[src/rtl/ebus_arb_mux_if.sv]
// ebus_arb_mux_if -- bundle of the EBUS driver inputs and the registered
// EBUS outputs of ebus_arb_mux.
//   drv_driving  per-channel driving flag (bit i = channel i)
//   drv_data     flattened driver data, channel i at [i*WIDTH +: WIDTH]
//   ebus_data    registered bus data
//   ebus_valid   registered "some driver was active"
//   ebus_src     registered winning channel index
//   ebus_par     registered odd parity over ebus_data
// master: the driver side (tEBUSdriver outputs / bus consumers).
// slave:  the arbiter/mux itself.
interface ebus_arb_mux_if #(
  parameter int N_DRV = 30,
  parameter int WIDTH = 36
);
  localparam int SRC_W = (N_DRV > 1) ? $clog2(N_DRV) : 1;

  logic [N_DRV-1:0]       drv_driving;
  logic [N_DRV*WIDTH-1:0] drv_data;
  logic [WIDTH-1:0]       ebus_data;
  logic                   ebus_valid;
  logic [SRC_W-1:0]       ebus_src;
  logic                   ebus_par;

  modport master (
    output drv_driving, drv_data,
    input  ebus_data, ebus_valid, ebus_src, ebus_par
  );

  modport slave (
    input  drv_driving, drv_data,
    output ebus_data, ebus_valid, ebus_src, ebus_par
  );
endinterface

[src/rtl/ebus_arb_mux.sv]
// ebus_arb_mux -- registered EBUS data mux for the KL10 top level.
// Selects the lowest-index active driver onto the EBUS, registers data,
// valid, source index and odd parity, and keeps diagnostic state about
// multi-driver contention and drivers that hold the bus too long.
// Ports:
//   clk              system clock
//   crobar_l         asynchronous active-low reset
//   bus              ebus_arb_mux_if.slave (driver inputs, bus outputs)
//   clr_diag         synchronous clear of the diagnostic state
//   conflict         registered pulse: >1 driver active in the sampled cycle
//   conflict_sticky  latched contention flag
//   conflict_mask    drv_driving captured at the first contention
//   conflict_cnt     saturating count of contention cycles
//   stuck            latched: one source drove STUCK_CYC consecutive cycles
module ebus_arb_mux #(
  parameter int N_DRV     = 30,
  parameter int WIDTH     = 36,
  parameter bit HOLD_IDLE = 1'b0,
  parameter int CNT_W     = 8,
  parameter int STUCK_CYC = 1024
) (
  input  logic             clk,
  input  logic             crobar_l,
  ebus_arb_mux_if.slave    bus,
  input  logic             clr_diag,
  output logic             conflict,
  output logic             conflict_sticky,
  output logic [N_DRV-1:0] conflict_mask,
  output logic [CNT_W-1:0] conflict_cnt,
  output logic             stuck
);
  localparam int SRC_W = $clog2(N_DRV);
  localparam int RUN_W = $clog2(STUCK_CYC + 1);
  localparam logic [RUN_W-1:0] RUN_MAX = RUN_W'(STUCK_CYC);

  // ---------------------------------------------------------------------
  // Combinational selection
  // ---------------------------------------------------------------------
  logic [N_DRV-1:0] drv;
  logic [N_DRV-1:0] win_onehot;
  logic             any_active;
  logic             multi_active;

  assign drv = bus.drv_driving;
  // Two's-complement trick isolates the lowest set bit (fixed priority).
  assign win_onehot   = drv & (~drv + N_DRV'(1));
  assign any_active   = |drv;
  // Clearing the lowest set bit leaves something only if >=2 bits were set.
  assign multi_active = |(drv & (drv - N_DRV'(1)));

  logic [WIDTH-1:0] sel_data [N_DRV];
  logic [SRC_W-1:0] sel_idx  [N_DRV];

  // One-hot AND-OR mux: each channel contributes only when it is the winner.
  genvar gi;
  generate
    for (gi = 0; gi < N_DRV; gi++) begin : g_sel
      assign sel_data[gi] = win_onehot[gi] ? bus.drv_data[gi*WIDTH +: WIDTH] : '0;
      assign sel_idx[gi]  = win_onehot[gi] ? SRC_W'(gi) : '0;
    end
  endgenerate

  logic [WIDTH-1:0] win_data;
  logic [SRC_W-1:0] win_idx;

  always_comb begin
    win_data = '0;
    win_idx  = '0;
    for (int i = 0; i < N_DRV; i++) begin
      win_data = win_data | sel_data[i];
      win_idx  = win_idx  | sel_idx[i];
    end
  end

  // ---------------------------------------------------------------------
  // Registers
  // ---------------------------------------------------------------------
  logic [WIDTH-1:0] ebus_data_reg,  ebus_data_next;
  logic             ebus_valid_reg;
  logic [SRC_W-1:0] ebus_src_reg,   ebus_src_next;
  logic             ebus_par_reg;
  logic             conflict_reg;
  logic             sticky_reg,     sticky_next;
  logic [N_DRV-1:0] mask_reg,       mask_next;
  logic [CNT_W-1:0] cnt_reg,        cnt_next;
  logic             stuck_reg,      stuck_next;
  logic [RUN_W-1:0] run_reg,        run_next;

  always_comb begin
    ebus_data_next = ebus_data_reg;
    ebus_src_next  = ebus_src_reg;
    run_next       = run_reg;
    sticky_next    = sticky_reg;
    mask_next      = mask_reg;
    cnt_next       = cnt_reg;
    stuck_next     = stuck_reg;

    // Data path
    if (any_active) begin
      ebus_data_next = win_data;
      ebus_src_next  = win_idx;
    end else if (!HOLD_IDLE) begin
      ebus_data_next = '0;
    end

    // Run counter: ebus_valid_reg/ebus_src_reg describe the previous
    // sampled cycle, so they tell us whether this is a continuation.
    if (!any_active) begin
      run_next = '0;
    end else if (!ebus_valid_reg || (win_idx != ebus_src_reg)) begin
      run_next = RUN_W'(1);
    end else if (run_reg != RUN_MAX) begin
      run_next = run_reg + RUN_W'(1);
    end

    // Diagnostics: clear first, then let new events override it.
    if (clr_diag) begin
      sticky_next = 1'b0;
      mask_next   = '0;
      cnt_next    = '0;
      stuck_next  = 1'b0;
    end

    if (multi_active) begin
      sticky_next = 1'b1;
      // Capture only the first contention since the last clear.
      if (!sticky_reg || clr_diag) begin
        mask_next = drv;
      end
      if (clr_diag) begin
        cnt_next = CNT_W'(1);
      end else if (cnt_reg != '1) begin
        cnt_next = cnt_reg + CNT_W'(1);
      end
    end

    if (run_next == RUN_MAX) begin
      stuck_next = 1'b1;
    end
  end

  always_ff @(posedge clk or negedge crobar_l) begin
    if (!crobar_l) begin
      ebus_data_reg  <= '0;
      ebus_valid_reg <= 1'b0;
      ebus_src_reg   <= '0;
      ebus_par_reg   <= 1'b1;
      conflict_reg   <= 1'b0;
      sticky_reg     <= 1'b0;
      mask_reg       <= '0;
      cnt_reg        <= '0;
      stuck_reg      <= 1'b0;
      run_reg        <= '0;
    end else begin
      ebus_data_reg  <= ebus_data_next;
      ebus_valid_reg <= any_active;
      ebus_src_reg   <= ebus_src_next;
      ebus_par_reg   <= ~^ebus_data_next;
      conflict_reg   <= multi_active;
      sticky_reg     <= sticky_next;
      mask_reg       <= mask_next;
      cnt_reg        <= cnt_next;
      stuck_reg      <= stuck_next;
      run_reg        <= run_next;
    end
  end

  // ---------------------------------------------------------------------
  // Outputs
  // ---------------------------------------------------------------------
  assign bus.ebus_data    = ebus_data_reg;
  assign bus.ebus_valid   = ebus_valid_reg;
  assign bus.ebus_src     = ebus_src_reg;
  assign bus.ebus_par     = ebus_par_reg;
  assign conflict         = conflict_reg;
  assign conflict_sticky  = sticky_reg;
  assign conflict_mask    = mask_reg;
  assign conflict_cnt     = cnt_reg;
  assign stuck            = stuck_reg;
endmodule

[src/flat_wrapper.sv]
// flat-port wrapper written by rule: the top's interface ports become plain ports
module ebus_arb_mux_flat 
#(
  parameter int N_DRV     = 30,
  parameter int WIDTH     = 36,
  parameter bit HOLD_IDLE = 1'b0,
  parameter int CNT_W     = 8,
  parameter int STUCK_CYC = 1024
)
  (clk, crobar_l, clr_diag, conflict, conflict_sticky, conflict_mask, conflict_cnt, stuck, bus_drv_driving, bus_drv_data, bus_ebus_data, bus_ebus_valid, bus_ebus_src, bus_ebus_par);
  ebus_arb_mux_if #(.N_DRV(N_DRV), .WIDTH(WIDTH)) bus_i ();
  input  logic clk;
  input  logic crobar_l;
  input  logic clr_diag;
  output logic conflict;
  output logic conflict_sticky;
  output logic [N_DRV-1:0] conflict_mask;
  output logic [CNT_W-1:0] conflict_cnt;
  output logic stuck;
  input wire logic [$bits(bus_i.drv_driving)-1:0] bus_drv_driving;
  input wire logic [$bits(bus_i.drv_data)-1:0] bus_drv_data;
  output wire logic [$bits(bus_i.ebus_data)-1:0] bus_ebus_data;
  output wire logic [$bits(bus_i.ebus_valid)-1:0] bus_ebus_valid;
  output wire logic [$bits(bus_i.ebus_src)-1:0] bus_ebus_src;
  output wire logic [$bits(bus_i.ebus_par)-1:0] bus_ebus_par;
  assign bus_i.drv_driving = bus_drv_driving;
  assign bus_i.drv_data = bus_drv_data;
  assign bus_ebus_data = bus_i.ebus_data;
  assign bus_ebus_valid = bus_i.ebus_valid;
  assign bus_ebus_src = bus_i.ebus_src;
  assign bus_ebus_par = bus_i.ebus_par;
  ebus_arb_mux #(.N_DRV(N_DRV), .WIDTH(WIDTH), .HOLD_IDLE(HOLD_IDLE), .CNT_W(CNT_W), .STUCK_CYC(STUCK_CYC)) u_core (.clk(clk), .crobar_l(crobar_l), .bus(bus_i), .clr_diag(clr_diag), .conflict(conflict), .conflict_sticky(conflict_sticky), .conflict_mask(conflict_mask), .conflict_cnt(conflict_cnt), .stuck(stuck));
endmodule
[config.mk]
export PLATFORM = sky130hd
export DESIGN_NAME = ebus_arb_mux_flat
export DESIGN_NICKNAME = d
export VERILOG_FILES = /design/src/rtl/ebus_arb_mux_if.sv /design/src/rtl/ebus_arb_mux.sv /design/src/flat_wrapper.sv
export SDC_FILE = /design/constraint.sdc
export NUM_CORES = 1
export LEC_CHECK = 0
export CORE_AREA = 3 3 459 461
export CTS_CLUSTER_SIZE = 20
export DETAILED_ROUTE_END_ITERATION = 6
export DIE_AREA = 0 0 462 464
export PLACE_DENSITY = 0.33
export SYNTH_ARGS = -nofsm -noshare
export SYNTH_HDL_FRONTEND = slang
export SYNTH_SLANG_ARGS = --single-unit
[constraint.sdc]
create_clock -name clk -period 2.9 [get_ports clk]
set_clock_uncertainty 0.2 [all_clocks]
set_input_delay 0.58 -clock clk [delete_from_list [all_inputs] [get_ports clk]]
set_output_delay 0.58 -clock clk [all_outputs]
set_load 0.01 [all_outputs]
* Yosys cells after proc, flatten, opt, wreduce, memory -nomap -nowiden
Cells that the tools add are included.
Storage, ports and cells: bits in latches 0, memory bits (writable) 0, memories kept 0, input port bits 1113, flip-flop bits (word level) 95, logic and storage cells 160, ROM bits 0
Cells by class: shift-type cells 0, mux-type cells 73, divide/modulo/power cells 0, equal/unequal tests 4, $add $sub $neg 4, reductions and logical operators 9, order comparisons 0, multipliers 0, bitwise operators 60
Operators by type and width (number):
- two-way mux 36 bit | 31
- bitwise OR 36 bit | 29
- bitwise OR 5 bit | 28
- two-way mux 30 bit | 3
- two-way mux 5 bit | 14
- AND 30 bit | 2
- OR reduction 30 bit | 2
- XNOR reduction 36 bit | 1
- two-way mux 11 bit | 3
- two-way mux 4 bit | 8
- two-way mux 8 bit | 4
- adder 30 x 1 -> 30 bit (second input constant) | 1
- inverter 30 bit | 1
- subtractor 30 x 1 -> 30 bit (second input constant) | 1
- two-way mux 3 bit | 4
- adder 11 x 1 -> 11 bit (second input constant) | 1
- == test 11 bit (second input constant) | 1
- != test 11 bit (second input constant) | 1
- adder 8 x 1 -> 8 bit (second input constant) | 1
- != test 8 bit (second input constant) | 1
- != test 5 bit | 1
- two-way mux 1 bit | 4
- two-way mux 2 bit | 2
- nonzero test 2 bit | 2
- other kinds (2) | 4

* Depth between registers and ports, before layout
depth in word-level cells 38, gate-level depth with buffers 18

* Least setup slack after synthesis
OpenSTA, ideal clock, no wires.
kind input to register, start point in bus_drv_driving[8], end point reg u_core.ebus_par_reg (netlist: u_core.bus.ebus_par), library setup time 0.090 ns, data arrival time 3.713 ns, path slack -1.103 ns, cell stages on the path 15, cell sequence buf_2 -> or4_1 -> buf_6 -> nor4_4 -> buf_4 -> and2_4 -> buf_6 -> a221oi_1 -> and4_1 -> nand3_2 -> xnor2_1 -> xnor3_1 -> xnor2_1 -> xnor3_1 -> xnor3_1
Between the ends: longest elaborated chain between the ends 28, elaborated cells between the ends (all ways) 50, those cells by class add/sub: 1; mux: 23; bitwise: 24; reduce/logical: 2
Ends and longest elaborated chain:
- start: declaration | RTL line flat_wrapper.sv:20 | input wire logic [$bits(bus_i.drv_driving)-1:0] bus_drv_driving;
- inverter 30 bit | RTL line ebus_arb_mux.sv:46 | assign win_onehot = drv & (~drv + N_DRV'(1));
- adder 30 x 1 -> 30 bit | RTL line ebus_arb_mux.sv:46
- AND 30 bit | RTL line ebus_arb_mux.sv:46
- two-way mux 36 bit | RTL line ebus_arb_mux.sv:58 | assign sel_data[gi] = win_onehot[gi] ? bus.drv_data[gi*WIDTH +: WIDTH] : '0;
- bitwise OR 36 bit (22 in a row) | RTL line ebus_arb_mux.sv:70 | win_data = win_data | sel_data[i];
- two-way mux 36 bit (*) | RTL line ebus_arb_mux.sv:99 | if (any_active) begin
- net u_core.ebus_data_next[33] | RTL line ebus_arb_mux.sv:78 | logic [WIDTH-1:0] ebus_data_reg, ebus_data_next;
- XNOR reduction 36 bit (*) | RTL line ebus_arb_mux.sv:158 | ebus_par_reg <= ~^ebus_data_next;
- end signal: assignment | RTL line ebus_arb_mux.sv:158
- end: declaration | RTL line ebus_arb_mux.sv:81 | logic ebus_par_reg;
The timed path passes the listed nets; every way through them passes the cells marked *. A chain may end at the register's enable or synchronous reset.

* Worst setup path in the final report
start point in bus_drv_driving[19], end point reg u_core.ebus_par_reg (netlist: u_core.bus.ebus_par)
Between the ends: longest elaborated chain between the ends 17, elaborated cells between the ends (all ways) 28, those cells by class add/sub: 1; mux: 12; bitwise: 13; reduce/logical: 2
Ends and longest elaborated chain (RTL line):
- inverter 30 bit | ebus_arb_mux.sv:46
- adder 30 x 1 -> 30 bit | ebus_arb_mux.sv:46
- AND 30 bit | ebus_arb_mux.sv:46
- two-way mux 36 bit | ebus_arb_mux.sv:58
- bitwise OR 36 bit (11 in a row) | ebus_arb_mux.sv:70
- two-way mux 36 bit (*) | ebus_arb_mux.sv:99
- net u_core.ebus_data_next[18] | ebus_arb_mux.sv:78
- XNOR reduction 36 bit (*) | ebus_arb_mux.sv:158
Marks and branches as above.

==> flow_metrics.tcl <==
set metrics [dict create \
    peakVddDrop_uv 277.1 \
    drv_cap 0 \
    finalCriticalPeriod_ns 4.261 \
    setup_viol 87 \
    largest_reg_flops 36 \
    tightest_slew_ns 1.077 \
    cp-startpoint "bus_drv_driving[19]" \
    grt_max_degree 38 \
    seq_area_um2 2379 \
    antenna_found_initial 274 \
    synthTopCellsByArea "dfrtp_1 (19%), a22oi_1 (12%), a22o_1 (5.4%)" \
    p_comb_frac 0.611 \
    drc 4 \
    clock_power_share 0.189 \
    power.density_nw_per_um2 206.8 \
    overflow 0 \
    crit_arrival_ns 4.45 \
    syn_nets 2663 \
    cp-end-kind "flop" \
    top_level_ports 1197 \
    dp_hpwl_um 253900 \
    synth_area_leader_cell "dfrtp_1" \
    slew_viol_final 0 \
    fin_crit_sh 1.469 \
    seq_area_frac_synth 0.1941 \
    multiInputGateArea_um2 10860 \
    grt_pass1_wl_um 333600 \
    ant_nets 0 \
    fmax_mhz 234.7 \
    initial_core_util 0.05923 \
    pwr-share-seq 0.199 \
    cts.reportedPaths.clkPinSlew_ns 0.11 \
    port-buffer-count 1196 \
    viasPerCell 4.009 \
    finalWirelength_um 282100 \
    drive_gt1_frac 0.3345 \
    synth_top_area_frac 0.1920 \
    violations "design-rule violations, negative setup slack" \
    ys_ff_latch 95 \
    cts_tree "yes" \
    p_int_w 0.004646 \
    syn_to_final_growth_pct 203.0 \
    nets 4480 \
    num_vias 24630 \
    rsz0062_at_grt "yes" \
    leakage_nw 14.01 \
    syn_inst 1547 \
    rows 167 \
    wl_per_cell_um 45.92 \
    synth_ff_type "dfrtp_1" \
    dieArea_um2 214400 \
    async_flop_share 1.000 \
    synth-edff-count 0 \
    hold_viol 0 \
    place_ws_ns -3.146 \
    switchingPower_w 0.003030 \
    swShare 0.3948 \
    layout_setup_ws_ns -1.361 \
    cp_max_fo 6 \
    fp.dieH_um 464 \
    grt_usage 0.2512 \
    cts_sinks 95 \
    fillers 23300 \
    initialDrtViolationCount 2362 \
    grt_pass1_vias 24310 \
    clock_latency_ns 0.47 \
    clock_tree.buffer_depth 2 \
    dr.pass1.iters 7 \
    cts-root-buf "clkbuf_16" \
    core_um2 206900 \
    cts_buffers 9 \
    hold_slack_ns 0.1769 \
    worstHoldPathType "primary input to flop" \
    status "finished with violations" \
    synth.avg_cell_area_um2 7.920 \
    syn_area_um2 12250 \
    worst_setup_path_start_kind "primary input" \
    fin_util 0.1794 \
    htreeDepth 3 \
    chipWidth_um 462 \
    slew_headroom 0.2821 \
    fin_setup_tns_ns -63.54 \
    gp_congestion 0.9698 \
    cp.required_ns 3.09 \
    crit_type "primary input to flop" \
    ys_types 85 \
    yosysWarningCount 0 \
    rr_startpoint "u_core.run_reg[0]" \
    hp-start "bus_drv_driving[26]" \
]
## cell families (layout without fill, tap and decap cells)
| logic type | count (synthesis) | in the layout | synth area share |
|---|---|---|---|
| buf+inv | 176 | 1991 | 0.07220 |
| mux | 3 | 3 | 0.002451 |
| simple gates | 591 | 598 | 0.2803 |
| other cells | 0 | 71 | 0 |
| compound gates | 635 | 635 | 0.4067 |
| fa+ha+maj | 4 | 4 | 0.003881 |
| flops | 95 | 95 | 0.1941 |
| xor+xnor | 43 | 43 | 0.04034 |
## worst max-delay path, cell delays in order
cell,delay (ns)
clkdlybuf4s15_2,0.29
buf_4,0.24
nor3b_2,0.12
buf_4,0.18
buf_4,0.16
nand3_1,0.10
buf_6,0.14
nand4_1,0.45
buf_4,0.34
nor4_4,0.34
nand3_2,0.17
xnor2_2,0.18
buf_4,0.14
xnor2_2,0.13
xnor2_1,0.19
xnor3_1,0.42
xnor3_1,0.22
## cell usage after synthesis, types with 5 or more instances
library cell	instances
a2111oi_0	9
a211oi_1	10
a21oi_1	48
a221o_1	18
a221oi_1	74
a222oi_1	59
a22o_1	76
a22oi_1	195
a31oi_1	7
a32o_1	17
a32oi_1	16
and2_1	23
and3_1	22
and4_1	14
buf_1	6
buf_2	62
buf_4	20
buf_6	8
clkbuf_1	65
dfrtp_1	94
inv_1	14
nand2_1	147
nand2b_1	19
nand3_1	71
nand3b_1	11
nand4_1	46
nor2_1	91
nor2b_1	17
nor3_1	22
nor3_2	5
nor3b_1	8
nor4_1	20
nor4_2	9
nor4_4	11
o21ai_0	55
o221ai_1	5
o22ai_1	8
o31ai_1	5
or3_1	13
or4_1	10
xnor2_1	24
xnor3_1	8
xor2_1	10
## through the flow
step	instances	power, W	instance area [um^2]
6_report	6144	0.007676	37120
5_1_grt	6102	0.007905	37010
4_1_cts	6023	0.007605	35400
3_5_place_dp	5902	0.005849	32670
3_3_place_gp	5902	0.005876	32670
2_1_floorplan	1547	0.002446	12540
## layout make-up
cell class,instances,area share
clock inverter,7,0.002056
timing repair buffer,1961,0.5377
tap,2704,0.09115
clock buffer,9,0.006068
multi-input combinational,1283,0.2927
inverter,14,0.001483
sequential,95,0.06408
antenna,71,0.004787
## power groups by stage
stage,Sequential [W],Combinational (W),Clock [W]
final,0.00153,0.00469,0.00145
after detailed placement,0.00155,0.00429,0
after floorplan,0.00157,0.000875,0
after global placement,0.00156,0.00432,0
after CTS,0.00153,0.00457,0.00150
after global routing,0.00154,0.00484,0.00152
## final timing paths
check                                      endpoint  slack (ns)  depth (start not counted)
max                             u_core.bus.ebus_par       -1.36                         17
min                        u_core.conflict_mask[26]        0.18                          3
max reg2reg                            u_core.stuck        0.54                          7
min reg2reg                u_core.conflict_mask[29]        0.32                          1
max in group asynchronous       u_core.bus.ebus_par        1.25                          3
min in group asynchronous   u_core.bus.ebus_data[9]        0.51                          2
## timing repair
| action | CTS | global route |
|---|---|---|
| gates cloned | 7 | 3 |
| resized for setup | 420 | 285 |
| setup buffers | 100 | 72 |
| pin swaps | 111 | 101 |
| endpoints found under the hold margin | 25 | 0 |
| hold buffers | 1 | 0 |
| endpoints found under the setup margin | 95 | 94 |
## per-layer routing
metal  vias up  share of wire  global-route usage
li1      10140              -                   -
met5         -         0.0040                   0
met4       168          0.034             0.07580
met3       474          0.098             0.09164
met2      1627           0.47              0.4177
met1     12230           0.40              0.2993
## placed cells by master, fill, tap and decap left out, types with 11 or more instances in the layout
| cell | instances |
|---|---|
| buf_6 | 131 |
| nand2_2 | 20 |
| o21ai_0 | 36 |
| o21ai_1 | 14 |
| inv_1 | 13 |
| a221oi_2 | 20 |
| nand3b_1 | 11 |
| a32oi_1 | 12 |
| nand2_1 | 123 |
| nor2b_1 | 16 |
| a221o_1 | 18 |
| nand4_1 | 46 |
| buf_8 | 28 |
| nor3_1 | 15 |
| buf_4 | 499 |
| nand2b_1 | 18 |
| nor4_4 | 28 |
| clkdlybuf4s50_1 | 1167 |
| and2_4 | 18 |
| nor2_1 | 69 |
| a21oi_1 | 40 |
| a22oi_2 | 38 |
| xnor2_1 | 18 |
| a222oi_1 | 59 |
| a221oi_1 | 50 |
| a22oi_1 | 157 |
| a32o_1 | 17 |
| nand3_1 | 45 |
| nor2_4 | 14 |
| diode_2 | 71 |
| dfrtp_1 | 94 |
| nand3_2 | 20 |
| buf_12 | 116 |
| and2_1 | 11 |
| a22o_1 | 71 |
| and3_1 | 15 |
Power figures use the tool's default switching activity.
